File: src/rtl/celda_serial_izqder.sv
// -----------------------------------------------------------------------------
// celda_serial_izqder
//
// Bit-serial, MSB-first (left-to-right) magnitude comparator cell. It stands in
// for a combinational chain of middle cells and walks through WIDTH bit pairs,
// one per accepted beat. The registered g_mid feeds the downstream final cell.
// The first bit pair that differs decides the result. Every pair after that is
// still consumed, but it leaves the flags untouched.
//
// Optional feature macro: COMPARE_SIGNED_EN
//   Defined   : operands are two's complement. If the first (sign) beat
//               differs, g_mid takes b_bit, because a negative sign means the
//               operand is the smaller one.
//   Undefined : unsigned comparison on every beat.
//
// Parameters
//   WIDTH : bit pairs per comparison (2..32)
//   CNT_W : beat-counter width, 2**CNT_W must exceed WIDTH
//
// Ports
//   clk       in   system clock, rising edge
//   rst_n     in   asynchronous active-low reset
//   start     in   begin a new comparison (honoured in IDLE/DONE only)
//   bit_valid in   a_bit/b_bit carry a valid pair this cycle
//   a_bit     in   operand A bit, MSB first
//   b_bit     in   operand B bit, MSB first
//   bit_ready out  cell accepts a pair this cycle (RUN only)
//   busy      out  comparison in progress
//   done      out  one-cycle pulse once the last pair has been consumed
//   g_mid     out  registered A>B flag
//   e_mid     out  registered A==B flag
// -----------------------------------------------------------------------------
module celda_serial_izqder #(
  parameter int WIDTH = 8,
  parameter int CNT_W = 5
) (
  input  logic clk,
  input  logic rst_n,
  input  logic start,
  input  logic bit_valid,
  input  logic a_bit,
  input  logic b_bit,
  output logic bit_ready,
  output logic busy,
  output logic done,
  output logic g_mid,
  output logic e_mid
);

  typedef enum logic [1:0] {
    IDLE = 2'd0,
    RUN  = 2'd1,
    DONE = 2'd2
  } state_t;

  localparam logic [CNT_W-1:0] LAST_CNT = CNT_W'(WIDTH - 1);

  state_t           state_reg, state_next;
  logic [CNT_W-1:0] cnt_reg,   cnt_next;
  logic             bit_ready_next;
  logic             busy_next;
  logic             done_next;
  logic             g_next;
  logic             e_next;

  logic             beat;
  logic             div_g;

  // bit_ready is registered and high only in RUN, so it qualifies beats by itself.
  assign beat = bit_valid && bit_ready;

  // Value g_mid takes at the first differing pair.
`ifdef COMPARE_SIGNED_EN
  // On the sign beat a set bit marks the smaller operand, so B's bit decides.
  assign div_g = (cnt_reg == '0) ? b_bit : a_bit;
`else
  assign div_g = a_bit;
`endif

  always_ff @(posedge clk or negedge rst_n) begin
    if (!rst_n) begin
      state_reg <= IDLE;
      cnt_reg   <= '0;
      bit_ready <= 1'b0;
      busy      <= 1'b0;
      done      <= 1'b0;
      g_mid     <= 1'b0;
      e_mid     <= 1'b1;
    end else begin
      state_reg <= state_next;
      cnt_reg   <= cnt_next;
      bit_ready <= bit_ready_next;
      busy      <= busy_next;
      done      <= done_next;
      g_mid     <= g_next;
      e_mid     <= e_next;
    end
  end

  always_comb begin
    state_next     = state_reg;
    cnt_next       = cnt_reg;
    bit_ready_next = bit_ready;
    busy_next      = busy;
    done_next      = 1'b0;
    g_next         = g_mid;
    e_next         = e_mid;

    case (state_reg)
      IDLE, DONE: begin
        // A pair presented in the start cycle is ignored because bit_ready is still low.
        if (start) begin
          state_next     = RUN;
          cnt_next       = '0;
          g_next         = 1'b0;
          e_next         = 1'b1;
          busy_next      = 1'b1;
          bit_ready_next = 1'b1;
        end
      end

      RUN: begin
        // start is ignored here: a comparison cannot be aborted or restarted.
        if (beat) begin
          if (e_mid && (a_bit != b_bit)) begin
            e_next = 1'b0;
            g_next = div_g;
          end
          if (cnt_reg == LAST_CNT) begin
            // The counter holds at WIDTH-1, so it never wraps.
            state_next     = DONE;
            busy_next      = 1'b0;
            bit_ready_next = 1'b0;
            done_next      = 1'b1;
          end else begin
            cnt_next = cnt_reg + 1'b1;
          end
        end
      end

      default: begin
        state_next     = IDLE;
        cnt_next       = '0;
        bit_ready_next = 1'b0;
        busy_next      = 1'b0;
        g_next         = 1'b0;
        e_next         = 1'b1;
      end
    endcase
  end

endmodule

File: config.mk
export PLATFORM = sky130hd
export DESIGN_NAME = celda_serial_izqder
export DESIGN_NICKNAME = d
export VERILOG_FILES = /design/src/rtl/celda_serial_izqder.sv
export SDC_FILE = /design/constraint.sdc
export NUM_CORES = 1
export LEC_CHECK = 0
export CORE_AREA = 2 2 39 41
export DETAILED_ROUTE_END_ITERATION = 12
export DIE_AREA = 0 0 41 43
export PLACE_DENSITY = 0.79
export SLEW_MARGIN = 20
export SYNTH_ARGS = -nofsm -noshare
export SYNTH_HDL_FRONTEND = slang
export SYNTH_SLANG_ARGS = --single-unit
File: constraint.sdc
create_clock -name clk -period 1.7 [get_ports clk]
set_input_delay 0.34 -clock clk [delete_from_list [all_inputs] [get_ports clk]]
set_output_delay 0.34 -clock clk [all_outputs]
set_load 0.05 [all_outputs]
### After elaboration in Yosys (flattened, before gate mapping)

Cells that the tools add are included.

* flip-flop bits (word level): 11
* bits in latches: 0
* memory bits (writable): 0
* memory bits (read-only): 0
* input bits: 6
* output and inout port bits: 5
* word-level logic and storage cells: 45
* memories: 0

* add/sub/neg operators: 1
* $mul: 0
* divide/modulo/power cells: 0
* $lt $le $gt $ge: 0
* eq/ne operators: 9
* shift-type cells: 0
* muxes and demuxes: 22
* bitwise gates (word level): 0
* reductions and logical operators: 7

Operator list (number)
* $mux 5: 3
* $mux 1: 11
* $ne 2x2->1 const B: 5
* $pmux 5 s2: 1
* $reduce_and 3->1: 3
* $mux 2: 3
* $pmux 1 s2: 3
* $add 5x1->5 const B: 1
* $eq 5x3->1 const B: 1
* $pmux 2 s2: 1
* $eq 2x1->1 const B: 1
* $eq 2x2->1 const B: 1
* $logic_and 1x1->1: 2
* $logic_not 2->1: 1
* $reduce_or 2->1: 1
* $ne 1x1->1: 1

### Depth between registers and ports, before layout

Gate-level depths: netlist of the first run.

* depth after elaboration: 5
* gate-level depth with buffers: 4
* depth with buffers taken out: 4

### Worst setup path after synthesis of the first run

No wires, ideal clock.

* kind: reg-to-reg
* from: reg busy (netlist name)
* to: reg cnt_reg[3]
* setup time: 69 ps
* arrival: 1531 ps
* path slack: 100 ps
* stages on the path, launching flop included: 4
* buffers on the path: 0
* cell sequence: dfrtp_1 > nand2_1 > or4_1 > nand3_1

RTL lines
* end signal: assignment: RTL line 91 `cnt_reg <= cnt_next;`
* end: declaration: RTL line 59 `logic [CNT_W-1:0] cnt_reg, cnt_next;`

### Final worst setup path of the first run

* from: reg cnt_reg[0]
* to: reg cnt_reg[3]

* word-level cells in the longest chain between the ends: 4

RTL lines
* $add 5x1->5: RTL line 136 `cnt_next = cnt_reg + 1'b1;`
* $mux 5: RTL line 129 `if (cnt_reg == LAST_CNT) begin`
* $mux 5: RTL line 124 `if (beat) begin`
* $pmux 5 s2: RTL line 109 `case (state_reg)`

Several ways; a longest one is shown, not always the timed one. The select of a mux whose other input is x is not followed.
A chain may end at the register's enable or synchronous reset.

==> results of run 1 <==
layout make-up:
cell class	count	area, µm²
Inverter	3	11.3
Tap cell	16	20.0
Sequential cell	11	277
Timing Repair Buffer	17	178
Multi-Input combinational cell	45	300
Clock buffer	4	26.3
Fill cell	119	572
routing by layer:
metal	wire, µm	vias to the layer above	track usage
li1	-	281	-
met4	24	0	0.113
met1	669	274	0.313
met2	694	20	0.272
met3	83	3	0.0785
met5	0	-	0
worst max-delay path, cell delays in order (launching register included):
cell and delay [ns]:
dfrtp_1 0.41, ha_1 0.22, and4bb_1 0.24, or4_1 0.53
nand3_1 0.09
through the flow:
stage           util  hold slack (ns)  setup WS [ns]  instances
6_report       0.587            0.386          0.140         96
5_1_grt        0.587            0.444         0.0789         96
4_1_cts        0.587            0.408          0.149         96
3_5_place_dp   0.568            0.519          0.121         92
3_3_place_gp   0.568            0.509          0.146         92
2_1_floorplan      -           0.0444          0.100         61
cells by family (layout without fill, tap and decap cells):
logic type	Yosys count	count (layout)
AOI/OAI and AO/OA	21	21
xor gates and xnor gates	1	1
adders and majority gates	1	1
buffers and inverters	5	24
DFF	11	11
and+or+nand+nor	22	22
cells in the final DEF (no fill, tap or decap), drive strengths merged:
cell,synthesis,routed
buf,1,12
dfrtp,10,10
o21ai,6,6
clkdlybuf4s50,0,5
o211ai,4,4
nand3,4,4
clkbuf,1,4
nand2,3,3
a21oi,3,3
inv,3,3
nor2,2,2
or4,2,2
nand4bb,1,1
nand2b,1,1
nor3,1,1
or2,1,1
and4bb,1,1
nor2b,1,1
and4b,1,1
a31oi,1,1
a211o,1,1
a22oi,1,1
o2111ai,1,1
nand3b,1,1
and2,1,1
o221ai,1,1
xnor2,1,1
o31ai,1,1
a21o,1,1
or3b,1,1
nand4,1,1
a32oi,1,1
ha,1,1
dfstp,1,1
where the power goes:
group | switching, W | internal [W] | leakage, nW
Clock | 0.0000957 | 0.0000912 | 0.0150
Combinational | 0.000263 | 0.000233 | 0.208
Sequential | 0.0000966 | 0.000343 | 0.137
worst max path at each step:
stage,startpoint,slack [ns],end
CTS,cnt_reg[0]$_DFFE_PN0P_,0.15,cnt_reg[3]$_DFFE_PN0P_
global placement,bit_valid,0.15,cnt_reg[3]$_DFFE_PN0P_
detailed placement,bit_valid,0.12,cnt_reg[3]$_DFFE_PN0P_
finish,cnt_reg[0]$_DFFE_PN0P_,0.14,cnt_reg[3]$_DFFE_PN0P_
floorplan,busy$_DFFE_PN0P_,0.10,cnt_reg[3]$_DFFE_PN0P_
global route,cnt_reg[0]$_DFFE_PN0P_,0.08,cnt_reg[3]$_DFFE_PN0P_
==> tab_implementation.tex, run 1 <==
\begin{tabular}{lr}
\hline
Metric & Value \\
\hline
\multicolumn{2}{l}{\textbf{Synthesis}} \\
\quad Cell type with the highest aggregate area in the netlist & dfrtp\_1 \\
\quad Combinational family with the most area after synthesis & simple AND/OR/NAND/NOR gates \\
\quad Ranking of synthesized cells by instance count & 10 x dfrtp\_1, 4 x nand3\_1, 4 x o211ai\_1 \\
\quad Combined area of all synthesized cells & 599 µm² \\
\quad Most instantiated flip-flop cell in the synthesis netlist & dfrtp\_1 \\
\quad Area share of the largest cell type after synthesis & 0.418 \\
\quad Fraction of the mapped netlist area in simple logic gates & 0.234 \\
\quad Synthesized-area fraction occupied by ao, oa, aoi and oai cells & 0.232 \\
\quad Syn Inst Count & 61 \\
\quad Fraction of synthesis flops using an asynchronous set or reset pin & 1.00 \\
\quad Top area cells in the synthesized netlist & dfrtp\_1 42\%, o211ai\_1 5.0\%, dfstp\_2 4.4\% \\
\quad Total of warnings raised by yosys & 0 \\
\quad Area share of xor/xnor cells in the synthesized design & 0.0146 \\
\quad Area share of fa/ha/maj cells after synthesis & 0.0209 \\
\quad \#FFs+latches synth & 11 \\
\quad Sequential share of the synthesized area & 0.461 \\
\quad Count of different cell masters after synthesis & 34 \\
\quad Syn Nets & 68 \\
\quad Dominant cell by count in the synthesized netlist & dfrtp\_1 \\
\quad Syn avg cell area & 9.83 µm² \\
\quad Mux share of post-synthesis cell area & 0 \\
\quad Number of synthesized flops with an enable pin & 0 \\
\multicolumn{2}{l}{\textbf{Flow run}} \\
\quad Reported max-cap violation count & 0 \\
\multicolumn{2}{l}{\textbf{Die}} \\
\quad Die Ht & 43 µm \\
\quad Chip width & 41 µm \\
\quad Area of the core & 1380 µm² \\
\quad Number of core rows & 14 \\
\quad I/O Pins & 11 \\
\quad Die footprint & 1760 µm² \\
\quad Effective utilization at floorplan & 0.433 \\
\multicolumn{2}{l}{\textbf{Clock tree}} \\
\quad Clk root buf & clkbuf\_4 \\
\quad Clk slew on worst S/H paths & 0.07 ns \\
\quad Post-cts hold buffer count & 0 \\
\quad Number of sinks driven by the clock tree & 11 \\
\quad Maximum clock insertion buffer count & 2 \\
\quad TritonCTS buffer count & 3 \\
\quad Latest clock arrival within the worst-skew pair & 0.28 ns \\
\quad CTS tree & yes \\
\quad Number of H-tree levels & 1 \\
\quad Post-CTS setup buffer count & 0 \\
\quad Post-cts sizing count & 0 \\
\multicolumn{2}{l}{\textbf{STA}} \\
\quad Slew at the pin with the worst max-slew slack & 0.488 ns \\
\quad Period utilization & 0.918 \\
\quad Clock tree skew after final layout & 0.00211 ns \\
\quad Worst slew slack as a fraction of its limit & 0.674 \\
\quad Total setup violations reported at the end of the flow & 0 \\
\quad Highest Clock Rate & 641 MHz \\
\quad Final-report max-slew violation count & 0 \\
\quad Final Critical Period & 1.56 ns \\
\quad Hold Fails Final Rpt & 0 \\
\quad RSZ-0062 raised after global routing & false \\
\quad Post-route setup TNS & 0 ns \\
\multicolumn{2}{l}{\textbf{Drt}} \\
\quad DRC errors left & 0 \\
\quad Antenna viol nets, final & 0 \\
\quad Total Wirelength & 1.47 mm \\
\quad Number of optimization iterations in the first detailed-route pass & 4 \\
\quad Via density per instance & 6.02 \\
\quad Overall via count from detail\_route & 578 \\
\quad Wirelength per Cell & 15.3 µm \\
\quad Iter 0 DRT Violations & 14 \\
\multicolumn{2}{l}{\textbf{Global routing}} \\
\quad Pin count of the biggest net entering global routing & 12 \\
\quad Antenna violations before repair & 0 \\
\quad Via count of the first global-routing pass & 557 \\
\quad Global-route wire length before repair & 2.47 mm \\
\quad Global-route usage over all layers & 0.216 \\
\quad Grt total ovfl & 0 \\
\multicolumn{2}{l}{\textbf{Critical path}} \\
\quad Startpoint of the lowest-slack register-to-register path & cnt\_reg[0]\$\_DFFE\_PN0P\_ \\
\quad Cell count of the worst reg-to-reg path & 4 \\
\quad Worst R2R End & cnt\_reg[3]\$\_DFFE\_PN0P\_ \\
\quad Required arrival time at the worst endpoint & 1.92 ns \\
\quad Worst setup slack for register-to-register paths & 0.14 ns \\
\quad Path type of the worst setup path & reg -> reg \\
\quad Critical path data arrival time & 1.78 ns \\
\quad CP endpoint kind & flop \\
\quad CP Max Fanout & 4 \\
\quad Sort of element at the start of the critical path & flop \\
\multicolumn{2}{l}{\textbf{Power and ir drop}} \\
\quad Pwr per Cell Area & 1380 nW/µm² \\
\quad Power consumption & 0.00112 W \\
\quad Max rail drop VDD & 0.680 mV \\
\quad Static leakage & 0.359 nW \\
\multicolumn{2}{l}{\textbf{Worst hold path}} \\
\quad Type of the worst min-delay path & in -> async \\
\multicolumn{2}{l}{\textbf{Layout}} \\
\quad Number of antenna diodes & 0 \\
\quad Layout overhead on the synthesized area & 35.5\% \\
\quad Fin area & 812 µm² \\
\quad Max reg flops & 5 \\
\quad Number of nets at the end of the flow & 88 \\
\quad Fraction of final layout cells sized beyond drive strength 1 & 0.213 \\
\multicolumn{2}{l}{\textbf{Placement}} \\
\quad Placed instance area & 786 µm² \\
\quad Half-perimeter wire length after detailed placement & 1.12 mm \\
\quad Weighted congestion at the end of routability-driven global placement & 0.863 \\
\quad Buffers on Ports & 10 \\
\multicolumn{2}{l}{\textbf{Status}} \\
\quad Result of the run & complete, no violations \\
\hline
\end{tabular}
No activity file was read; power rests on OpenSTA's default activity.
==> run 2: changes to the inputs <==
--- a/config.mk
+++ b/config.mk
@@ -5,10 +5,12 @@
 export SDC_FILE = /design/constraint.sdc
 export NUM_CORES = 1
 export LEC_CHECK = 0
+export CAP_MARGIN = 5
 export CORE_AREA = 2 2 39 41
 export DETAILED_ROUTE_END_ITERATION = 12
 export DIE_AREA = 0 0 41 43
 export PLACE_DENSITY = 0.79
+export SETUP_SLACK_MARGIN = 0.2
 export SLEW_MARGIN = 20
 export SYNTH_ARGS = -nofsm -noshare
 export SYNTH_HDL_FRONTEND = slang
==> run 2 against run 1 <==
  * Sequential power increased by 1%
  * Utilization increased by 0.72 points
  * Power increased by 3.4%
  * Sequential share of layout area decreased by 0.11 points
  * First-iteration DRC count increased by 79%
  * Combinational power increased by 9.1%
  * Worst hold slack improved by 0.011 ns
  * Worst setup slack improved by 0.10 ns
  * Via count decreased by 1.9%
  * Non-clock buffer count increased by 2
  * Clock skew increased by 0.0032 ns
  * Clock-buffer cell count unchanged
==> tab_implementation.tex, run 2 (same netlist as run 1, synthesis figures left out) <==
\begin{tabular}{lr}
\hline
Metric & Value \\
\hline
\multicolumn{2}{l}{\textbf{Critical path}} \\
\quad Critical path data arrival time & 1.67 ns \\
\quad CP Max Fanout & 6 \\
\quad Path type of the worst setup path & reg -> reg \\
\quad Required arrival time at the worst endpoint & 1.91 ns \\
\quad CP endpoint kind & flop \\
\quad Worst setup slack for register-to-register paths & 0.24 ns \\
\quad Sort of element at the start of the critical path & flop \\
\multicolumn{2}{l}{\textbf{Die}} \\
\quad Effective utilization at floorplan & 0.433 \\
\quad Die Ht & 43 µm \\
\quad Chip width & 41 µm \\
\quad Number of core rows & 14 \\
\quad Die footprint & 1760 µm² \\
\quad I/O Pins & 11 \\
\quad Area of the core & 1380 µm² \\
\multicolumn{2}{l}{\textbf{STA}} \\
\quad Total setup violations reported at the end of the flow & 0 \\
\quad Setup WS post-layout & 0.241 ns \\
\quad Hold Fails Final Rpt & 0 \\
\quad Period utilization & 0.859 \\
\quad Slew at the pin with the worst max-slew slack & 0.484 ns \\
\quad Highest Clock Rate & 685 MHz \\
\quad Worst slew slack as a fraction of its limit & 0.676 \\
\quad Worst Hold Slack & 0.397 ns \\
\quad Final Critical Period & 1.46 ns \\
\quad RSZ-0062 raised after global routing & true \\
\quad Final-report max-slew violation count & 0 \\
\quad Post-route setup TNS & 0 ns \\
\quad Clock tree skew after final layout & 0.00528 ns \\
\multicolumn{2}{l}{\textbf{Power and ir drop}} \\
\quad Clk pwr share & 0.151 \\
\quad Power consumption & 0.00116 W \\
\quad Static leakage & 0.359 nW \\
\quad Share of power burned in combinational logic & 0.466 \\
\quad Pwr per Cell Area & 1410 nW/µm² \\
\quad Net switching component of the power & 0.000458 W \\
\quad Net Sw Frac & 0.394 \\
\quad Relative contribution of sequential cells to total power & 0.383 \\
\quad Internal power & 0.000704 W \\
\quad Max rail drop VDD & 0.858 mV \\
\multicolumn{2}{l}{\textbf{Layout}} \\
\quad Most common library cell in the layout ignoring fill and taps & buf\_4 \\
\quad FILL cells & 115 \\
\quad Number of antenna diodes & 0 \\
\quad Number of nets at the end of the flow & 90 \\
\quad Max reg flops & 5 \\
\quad Multi-input gate area & 318 µm² \\
\quad Commonest cells after routing, fill and taps aside & 13 x buf\_4, 8 x dfrtp\_1, 5 x clkdlybuf4s50\_1 \\
\quad Share of the core filled with cells & 0.594 \\
\quad Fraction of final layout cells sized beyond drive strength 1 & 0.293 \\
\quad FF+latch area & 279 µm² \\
\quad Layout overhead on the synthesized area & 37.2\% \\
\multicolumn{2}{l}{\textbf{Drt}} \\
\quad DRC errors left & 0 \\
\quad Overall via count from detail\_route & 567 \\
\quad Number of optimization iterations in the first detailed-route pass & 4 \\
\quad Via density per instance & 5.79 \\
\quad Antenna viol nets, final & 0 \\
\quad Iter 0 DRT Violations & 25 \\
\quad Total Wirelength & 1.43 mm \\
\quad Wirelength per Cell & 14.6 µm \\
\multicolumn{2}{l}{\textbf{Placement}} \\
\quad Half-perimeter wire length after detailed placement & 991 µm \\
\quad Setup slack at placement & 0.124 ns \\
\quad Weighted congestion at the end of routability-driven global placement & 0.823 \\
\quad Buffers on Ports & 10 \\
\multicolumn{2}{l}{\textbf{Clock tree}} \\
\quad Clk root buf & clkbuf\_4 \\
\quad Latest clock arrival within the worst-skew pair & 0.27 ns \\
\quad TritonCTS buffer count & 3 \\
\quad Number of sinks driven by the clock tree & 11 \\
\quad Post-cts hold buffer count & 0 \\
\quad Maximum clock insertion buffer count & 2 \\
\quad Clk slew on worst S/H paths & 0.07 ns \\
\quad CTS tree & yes \\
\quad Number of H-tree levels & 1 \\
\multicolumn{2}{l}{\textbf{Flow run}} \\
\quad Reported max-cap violation count & 0 \\
\multicolumn{2}{l}{\textbf{Global routing}} \\
\quad Via count of the first global-routing pass & 559 \\
\quad Grt total ovfl & 0 \\
\quad Pin count of the biggest net entering global routing & 12 \\
\quad Global-route usage over all layers & 0.216 \\
\quad Global-route wire length before repair & 2.50 mm \\
\quad Antenna violations before repair & 0 \\
\multicolumn{2}{l}{\textbf{Worst hold path}} \\
\quad Type of the worst min-delay path & in -> async \\
\multicolumn{2}{l}{\textbf{Status}} \\
\quad Result of the run & complete, no violations \\
\hline
\end{tabular}
==> run 2: worst paths after layout <==
path / startpoint / end / depth (start not counted)
worst max-delay path: state_reg[1]$_DFFE_PN0P_ / cnt_reg[3]$_DFFE_PN0P_ / 3
worst min-delay path: rst_n / cnt_reg[4]$_DFFE_PN0P_ / 1
worst max register to register: state_reg[1]$_DFFE_PN0P_ / cnt_reg[3]$_DFFE_PN0P_ / 3
worst min register to register: state_reg[0]$_DFFE_PN0P_ / busy$_DFFE_PN0P_ / 1
max in group asynchronous: rst_n / e_mid$_DFFE_PN1P_ / 1
min in group clk: state_reg[0]$_DFFE_PN0P_ / busy$_DFFE_PN0P_ / 1
==> run 2: area by class of cell <==
class | count | share of cell area
Multi-Input combinational cell | 45 | 0.387
Clock buffer | 4 | 0.0320
Sequential cell | 11 | 0.339
Tap cell | 16 | 0.0244
Timing Repair Buffer | 19 | 0.204
Inverter | 3 | 0.0137
==> run 2: what timing repair did <==
item                       in CTS  in global routing
setup endpoints to repair       1                  2
pin swaps                       0                  2
buffers inserted                3                  1
resized for setup               1                  3
==> run 2: per-stage QoR <==
stage / instances / area, µm²
2_1_floorplan: 61 / 603
5_1_grt: 98 / 822
3_5_place_dp: 90 / 749
4_1_cts: 97 / 798
3_3_place_gp: 90 / 749
6_report: 98 / 822
==> run 2: layer usage <==
layer | vias to the layer above | wire length (µm) | part of all wire | GRT usage
met1 | 271 | 650 | 0.45 | 0.289
met2 | 10 | 717 | 0.50 | 0.309
met5 | - | 0 | 0 | 0
met3 | 2 | 55 | 0.038 | 0.0471
met4 | 0 | 11 | 0.0077 | 0.120
li1 | 284 | - | - | -
==> run 2: worst max-delay path, stage by stage (launching register included) <==
cell and delay [ns]:
dfrtp_1 0.42, or3b_1 0.38, or4_1 0.52, nand3_1 0.09
==> run 2: power groups by stage <==
stage	logic, W	clock network [W]	registers, W
2_1_floorplan	0.000242	0	0.000483
3_3_place_gp	0.000446	0	0.000444
3_5_place_dp	0.000457	0	0.000448
4_1_cts	0.000506	0.000184	0.000431
5_1_grt	0.000598	0.000202	0.000459
6_report	0.000541	0.000175	0.000445
